## src/rtl/data_mem_responder_if.sv

```systemverilog
// MEM-stage data-memory bus: pipeline (master) issues read/write requests,
// responder (slave) answers with ready, rdata and err.
interface data_mem_responder_if;
    logic        mem_r_en;
    logic        mem_w_en;
    logic [31:0] addr;
    logic [31:0] wdata;
    logic [31:0] rdata;
    logic        ready;
    logic        err;

    // Handshake: a request (mem_r_en|mem_w_en) is held stable by the master until it
    // sees ready=1; ready=0 means the pipeline must freeze, and ready=1 in the
    // completion cycle qualifies rdata/err. Dropping the request before that aborts it.
    modport master (
        output mem_r_en, mem_w_en, addr, wdata,
        input  rdata, ready, err
    );

    modport slave (
        input  mem_r_en, mem_w_en, addr, wdata,
        output rdata, ready, err
    );
endinterface

```

## src/rtl/data_mem_responder.sv

```systemverilog
// Multi-cycle data-memory responder for the MEM stage (IDLE/BUSY/DONE FSM).
// Optional macro DATA_MEM_RESPONDER_STATS_EN adds rd_count/wr_count ports.
module data_mem_responder #(
    parameter int unsigned DEPTH       = 64,
    parameter int unsigned WAIT_CYCLES = 3,
    parameter int unsigned BASE_ADDR   = 1024
) (
    input  logic                 clk,
    input  logic                 rst,
    data_mem_responder_if.slave  bus,
    output logic [1:0]           o_dbg_state
`ifdef DATA_MEM_RESPONDER_STATS_EN
    ,
    output logic [15:0]          rd_count,
    output logic [15:0]          wr_count
`endif
);
    localparam int unsigned IDX_W     = (DEPTH > 1) ? $clog2(DEPTH) : 1;
    localparam logic [31:0] BASE      = 32'(BASE_ADDR);
    localparam logic [31:0] DEPTH_32  = 32'(DEPTH);
    localparam logic [3:0]  WAIT_INIT = 4'(WAIT_CYCLES - 1);

    typedef enum logic [1:0] {S_IDLE = 2'd0, S_BUSY = 2'd1, S_DONE = 2'd2} state_t;

    state_t      r_state;
    state_t      w_next_state;
    logic [3:0]  r_cnt;
    logic [31:0] r_rdata;
    logic        r_err;
    logic [31:0] r_mem [DEPTH];

    logic        w_req;
    logic        w_ready;
    logic [31:0] w_offset;
    logic [31:0] w_word;
    logic        w_in_range;
    logic [IDX_W-1:0] w_index;

    assign w_req      = bus.mem_r_en | bus.mem_w_en;
    // Unsigned subtract; addresses below BASE are rejected explicitly, not wrapped.
    assign w_offset   = bus.addr - BASE;
    assign w_word     = w_offset >> 2;
    assign w_in_range = (bus.addr >= BASE) && (w_word < DEPTH_32);
    assign w_index    = w_word[IDX_W-1:0];

    always_comb begin
        w_next_state = r_state;
        w_ready      = 1'b0;
        case (r_state)
            S_IDLE: begin
                w_ready = ~w_req;
                if (w_req) w_next_state = S_BUSY;
            end
            S_BUSY: begin
                if (!w_req)           w_next_state = S_IDLE;
                else if (r_cnt == '0) w_next_state = S_DONE;
            end
            S_DONE: begin
                w_ready      = 1'b1;
                w_next_state = S_IDLE;
            end
            default: w_next_state = S_IDLE;
        endcase
    end

    always_ff @(posedge clk) begin
        if (!rst) begin
            r_state <= S_IDLE;
            r_cnt   <= '0;
            r_rdata <= '0;
            r_err   <= 1'b0;
            for (int i = 0; i < int'(DEPTH); i++) r_mem[i] <= '0;
        end else begin
            r_state <= w_next_state;
            r_err   <= 1'b0;
            if (r_state == S_IDLE && w_req) begin
                r_cnt <= WAIT_INIT;
            end else if (r_state == S_BUSY && w_req) begin
                if (r_cnt != '0) begin
                    r_cnt <= r_cnt - 4'd1;
                end else begin
                    // A conflicting request is served as a write only.
                    if (bus.mem_w_en) begin
                        if (w_in_range) r_mem[w_index] <= bus.wdata;
                    end else begin
                        r_rdata <= w_in_range ? r_mem[w_index] : '0;
                    end
                    r_err <= ~w_in_range | (bus.mem_r_en & bus.mem_w_en);
                end
            end
        end
    end

`ifdef DATA_MEM_RESPONDER_STATS_EN
    logic [15:0] r_rd_count;
    logic [15:0] r_wr_count;

    always_ff @(posedge clk) begin
        if (!rst) begin
            r_rd_count <= '0;
            r_wr_count <= '0;
        end else if (r_state == S_BUSY && w_next_state == S_DONE) begin
            if (bus.mem_w_en) r_wr_count <= r_wr_count + 16'd1;
            else              r_rd_count <= r_rd_count + 16'd1;
        end
    end

    assign rd_count = r_rd_count;
    assign wr_count = r_wr_count;
`endif

    assign bus.ready   = w_ready;
    assign bus.rdata   = r_rdata;
    assign bus.err     = r_err;
    assign o_dbg_state = r_state;
endmodule

```

## src/flat_wrapper.sv

```systemverilog
// flat-port wrapper written by rule: the top's interface ports become plain ports
module data_mem_responder_flat 
#(
    parameter int unsigned DEPTH       = 64,
    parameter int unsigned WAIT_CYCLES = 3,
    parameter int unsigned BASE_ADDR   = 1024
)
  (clk, rst, o_dbg_state, bus_mem_r_en, bus_mem_w_en, bus_addr, bus_wdata, bus_rdata, bus_ready, bus_err);
  data_mem_responder_if bus_i ();
  input  logic clk;
  input  logic rst;
  output logic [1:0] o_dbg_state;
  input wire logic [$bits(bus_i.mem_r_en)-1:0] bus_mem_r_en;
  input wire logic [$bits(bus_i.mem_w_en)-1:0] bus_mem_w_en;
  input wire logic [$bits(bus_i.addr)-1:0] bus_addr;
  input wire logic [$bits(bus_i.wdata)-1:0] bus_wdata;
  output wire logic [$bits(bus_i.rdata)-1:0] bus_rdata;
  output wire logic [$bits(bus_i.ready)-1:0] bus_ready;
  output wire logic [$bits(bus_i.err)-1:0] bus_err;
  assign bus_i.mem_r_en = bus_mem_r_en;
  assign bus_i.mem_w_en = bus_mem_w_en;
  assign bus_i.addr = bus_addr;
  assign bus_i.wdata = bus_wdata;
  assign bus_rdata = bus_i.rdata;
  assign bus_ready = bus_i.ready;
  assign bus_err = bus_i.err;
  data_mem_responder #(.DEPTH(DEPTH), .WAIT_CYCLES(WAIT_CYCLES), .BASE_ADDR(BASE_ADDR)) u_core (.clk(clk), .rst(rst), .bus(bus_i), .o_dbg_state(o_dbg_state));
endmodule
```

## config.mk

```make
export PLATFORM = sky130hd
export DESIGN_NAME = data_mem_responder_flat
export DESIGN_NICKNAME = d
export VERILOG_FILES = /design/src/rtl/data_mem_responder_if.sv /design/src/rtl/data_mem_responder.sv /design/src/flat_wrapper.sv
export SDC_FILE = /design/constraint.sdc
export NUM_CORES = 2
export LEC_CHECK = 0
export BUFFER_PORTS_ARGS = -buffer_cell sky130_fd_sc_hd__buf_2
export CAP_MARGIN = 0
export CORE_MARGIN = 8
export CORE_UTILIZATION = 42
export DETAILED_ROUTE_END_ITERATION = 10
export MAX_ROUTING_LAYER = met4
export PLACE_DENSITY_LB_ADDON = 0.25
export RECOVER_POWER = 50
export SYNTH_ARGS = -nofsm -noshare
export SYNTH_HDL_FRONTEND = slang
export SYNTH_SLANG_ARGS = --single-unit
```

## constraint.sdc

```tcl
create_clock -name clk -period 5 [get_ports clk]
set_clock_uncertainty 0.05 [all_clocks]
set_input_delay 0.5 -clock clk [delete_from_list [all_inputs] [get_ports clk]]
set_output_delay 0.5 -clock clk [all_outputs]
set_load 0.02 [all_outputs]
```

==> reports/metrics.csv <==
stage;metric;value;unit
setup_path;crit path max fanout;42;
setup_path;Critical Path AT;5.29;ns
logic_synthesis;Synth cell types;85;
sta;fmax;0.220;GHz
setup_path;CP Launch Type;input pin;
clock_network;Resized cells post-CTS;0;
global_route;largest net degree at the start of global routing;72;
clock_network;clock sink total;2087;
sta;Final period util;90.8;%
pwr;Pleak;33.3;nW
die;Die X;480;µm
drt;1st-pass router iterations;8;
drt;DR WL/cell;34.1;µm
sta;Rel. slew slack;-51.2;%
finish;post-layout instance area;101000;µm²
logic_synthesis;dominant cell type by area after synthesis;edfxtp_1;
logic_synthesis;top cells by count, synth;nor2_1 (2206), edfxtp_1 (2048), o22ai_1 (305);
sta;# setup viols final;0;
logic_synthesis;most frequent cell after synthesis;nor2_1;
finish;Syn-to-layout area delta;12.3;%
place;DP Cell Count;9676;
die;Initial Util;42.2;%
outcome;outcome;complete, but fails checks;
sta;worst-margin pin slew;2.27;ns
clock_network;Reg clk slew, reported paths;0.06;ns
clock_network;htree depth;4;
logic_synthesis;FF+latch count, synth;2087;
setup_path;required time of the critical path;5.75;ns
drt;routed vias;63820;
place;IO Port Bufs;101;
drt;Final ANT Viol Nets;0;
drt;DR DRC count;0;
global_route;Tot GR Track Use;29.7;%
outcome;failing checks;max-capacitance violations, max-slew violations;
pwr;pwr dens;378;nW/µm²
die;CORE AREA;214000;µm²
die;Die H;480;µm
clock_network;worst-skew pair later-pin latency;0.89;ns
pwr;Worst IR Drop VDD;0.000328;V
place;DP Area;95300;µm²
finish;Post-Layout Cell Count;10088;
logic_synthesis;Post-synth EDFFs;2048;
drt;WL final;344000;µm
global_route;antenna violations before repair;17;
die;die area;230000;µm²
sta;Final Hold Fails;0;
setup_path;R2R Setup Slk;0.59;ns
sta;Setup TNS Final;0;ns
logic_synthesis;Top FF cell, synth;edfxtp_1;
logic_synthesis;Mapped Nets;7122;
logic_synthesis;ys async rst share;0;%
finish;layout cells sized above 1;15.5;%
setup_path;critical path's slowest cell;or2_1;
global_route;number of global-route vias before repair;60279;
global_route;first-pass GRT wire length;473000;µm
setup_path;crit-path cells;buf_8 > or2_1 > clkbuf_2 > o221ai_1 > o21ai_0 > a21oi_1 > nor4_1 > nand2_1 > o21ai_1;
clock_network;CTS max path bufs;3;
place;GP Congestion;0.958;
setup_path;kind of critical path;input pin to register;
setup_path;CP peak stage delay;1.46;ns
global_route;Remaining Overflow, GRT;0;
sta;crit path time final;4.54;ns
logic_synthesis;Synth Warn #;0;
drt;via-per-instance ratio;6.33;
clock_network;number of CTS-inserted buffers;215;
setup_path;Worst Setup End Kind;register;
logic_synthesis;post-synthesis sequential area ratio;68.9;%
logic_synthesis;Cell Area, Synth;90400;µm²
die;std cell rows;170;
finish;fin nets;7127;
sta;max-slew violations;603;
worst_hold_path;Hold Crit Class;input pin to register;
logic_synthesis;synth top area cells;edfxtp_1 (68%), nor2_1 (9.2%), mux4_2 (2.6%);
logic_synthesis;Synth top area share;68.0;%
die;I/O pin cnt;104;
clock_network;CTS tree;built;
place;dpl hpwl;205000;µm
sta;RSZ-0062 raised after global routing;false;
clock_network;Clock Root Buffer;clkbuf_16;
logic_synthesis;Avg Inst Size Synth;12.8;µm²
logic_synthesis;cells after synthesis;7053;
drt;Initial DRC Count;10312;
flow_run;Max Cap Viol;14;
-- final timing paths --
kind                                         start                                end  depth (start not counted)
setup / recovery                       bus_addr[3]  u_core.bus.rdata[14]$_SDFFE_PN0P_                          9
hold reg to reg   u_core.bus.rdata[9]$_SDFFE_PN0P_   u_core.bus.rdata[9]$_SDFFE_PN0P_                          2
setup reg to reg      u_core.r_cnt[0]$_SDFFE_PP0P_  u_core.bus.rdata[26]$_SDFFE_PN0P_                          7
hold / removal                        bus_wdata[0]  u_core.r_mem[56][0]$_SDFFCE_PN0P_                          3
-- routing by layer --
metal	up-vias	routed length (µm)	global-route usage, %	part of all wire, %
li1	25855	-	-	-
met1	32347	126000	37.9	37
met2	4643	150000	43.3	44
met3	975	41900	6.77	12
met4	0	25500	18.0	7.4
met5	-	0	-	0
-- area by class of cell --
cell class	instances	area [µm²]
fill	18813	113000
sequential	2087	62300
multi-input combinational	4244	24900
clock buffer	287	5830
timing repair buffer	501	4020
tap	2838	3550
clock inverter	107	851
inverter	9	41.3
antenna	15	37.5
-- worst max-delay path, delay by kind of cell --
kind	cells	cell delay [ns]
AO/OA/AOI/OAI	4	0.85
buffers and inverters	2	1.16
AND/OR/NAND/NOR	3	2.67
-- per-stage QoR --
stage	utilization [%]	hold slack, ns	power, W	worst slack, ns
finish	47.4	0.173	0.0384	0.462
global route	47.4	0.167	0.0391	0.608
CTS	47.6	0.114	0.0384	1.38
detailed placement	44.5	0.387	0.0231	0.806
global placement	44.5	0.397	0.0231	0.842
floorplan	-	0.472	0.0217	0.214
-- flip-flops by register name (all words and copies together) (netlist names) --
register / count
u_core.bus.err: 1
u_core.bus.rdata: 32
u_core.o_dbg_state: 2
u_core.r_cnt: 4
u_core.r_mem: 2048
-- kinds of logic after synthesis --
kind of cell    Yosys count  share of synthesized area, %
mux                     466                          6.90
xor+xnor                  1                       0.00969
simple gates           2613                          11.5
fa+ha+maj                 1                        0.0138
flops                  2087                          68.9
compound gates         1163                          8.54
buf+inv                 722                          4.19
-- placed cells by master (no fill, tap or decap), types with 33 or more instances in the layout --
| cell | count |
|---|---|
| o21ai_4 | 38 |
| o221ai_1 | 198 |
| edfxtp_1 | 2048 |
| clkinv_1 | 49 |
| a221oi_1 | 33 |
| o22ai_1 | 305 |
| clkbuf_1 | 117 |
| a21oi_1 | 181 |
| o21ai_0 | 207 |
| buf_2 | 61 |
| nand2_1 | 249 |
| mux4_2 | 103 |
| clkinv_2 | 33 |
| clkbuf_16 | 218 |
| mux2_2 | 177 |
| nor2_1 | 2205 |
| buf_4 | 309 |
| mux2i_1 | 181 |
| buf_12 | 51 |
| dfxtp_1 | 39 |
-- report_power, final --
group	switching, W	total [W]	internal, W
sequential	0.000163	0.0199	0.0197
combinational	0.00209	0.00292	0.000834
clock	0.00696	0.0155	0.00859
-- repair_timing --
action / CTS / global route
buffers inserted: 0 / 0
hold buffers: 3 / 0
hold endpoints to repair: 6 / 0
Power figures use the tool's default switching activity.
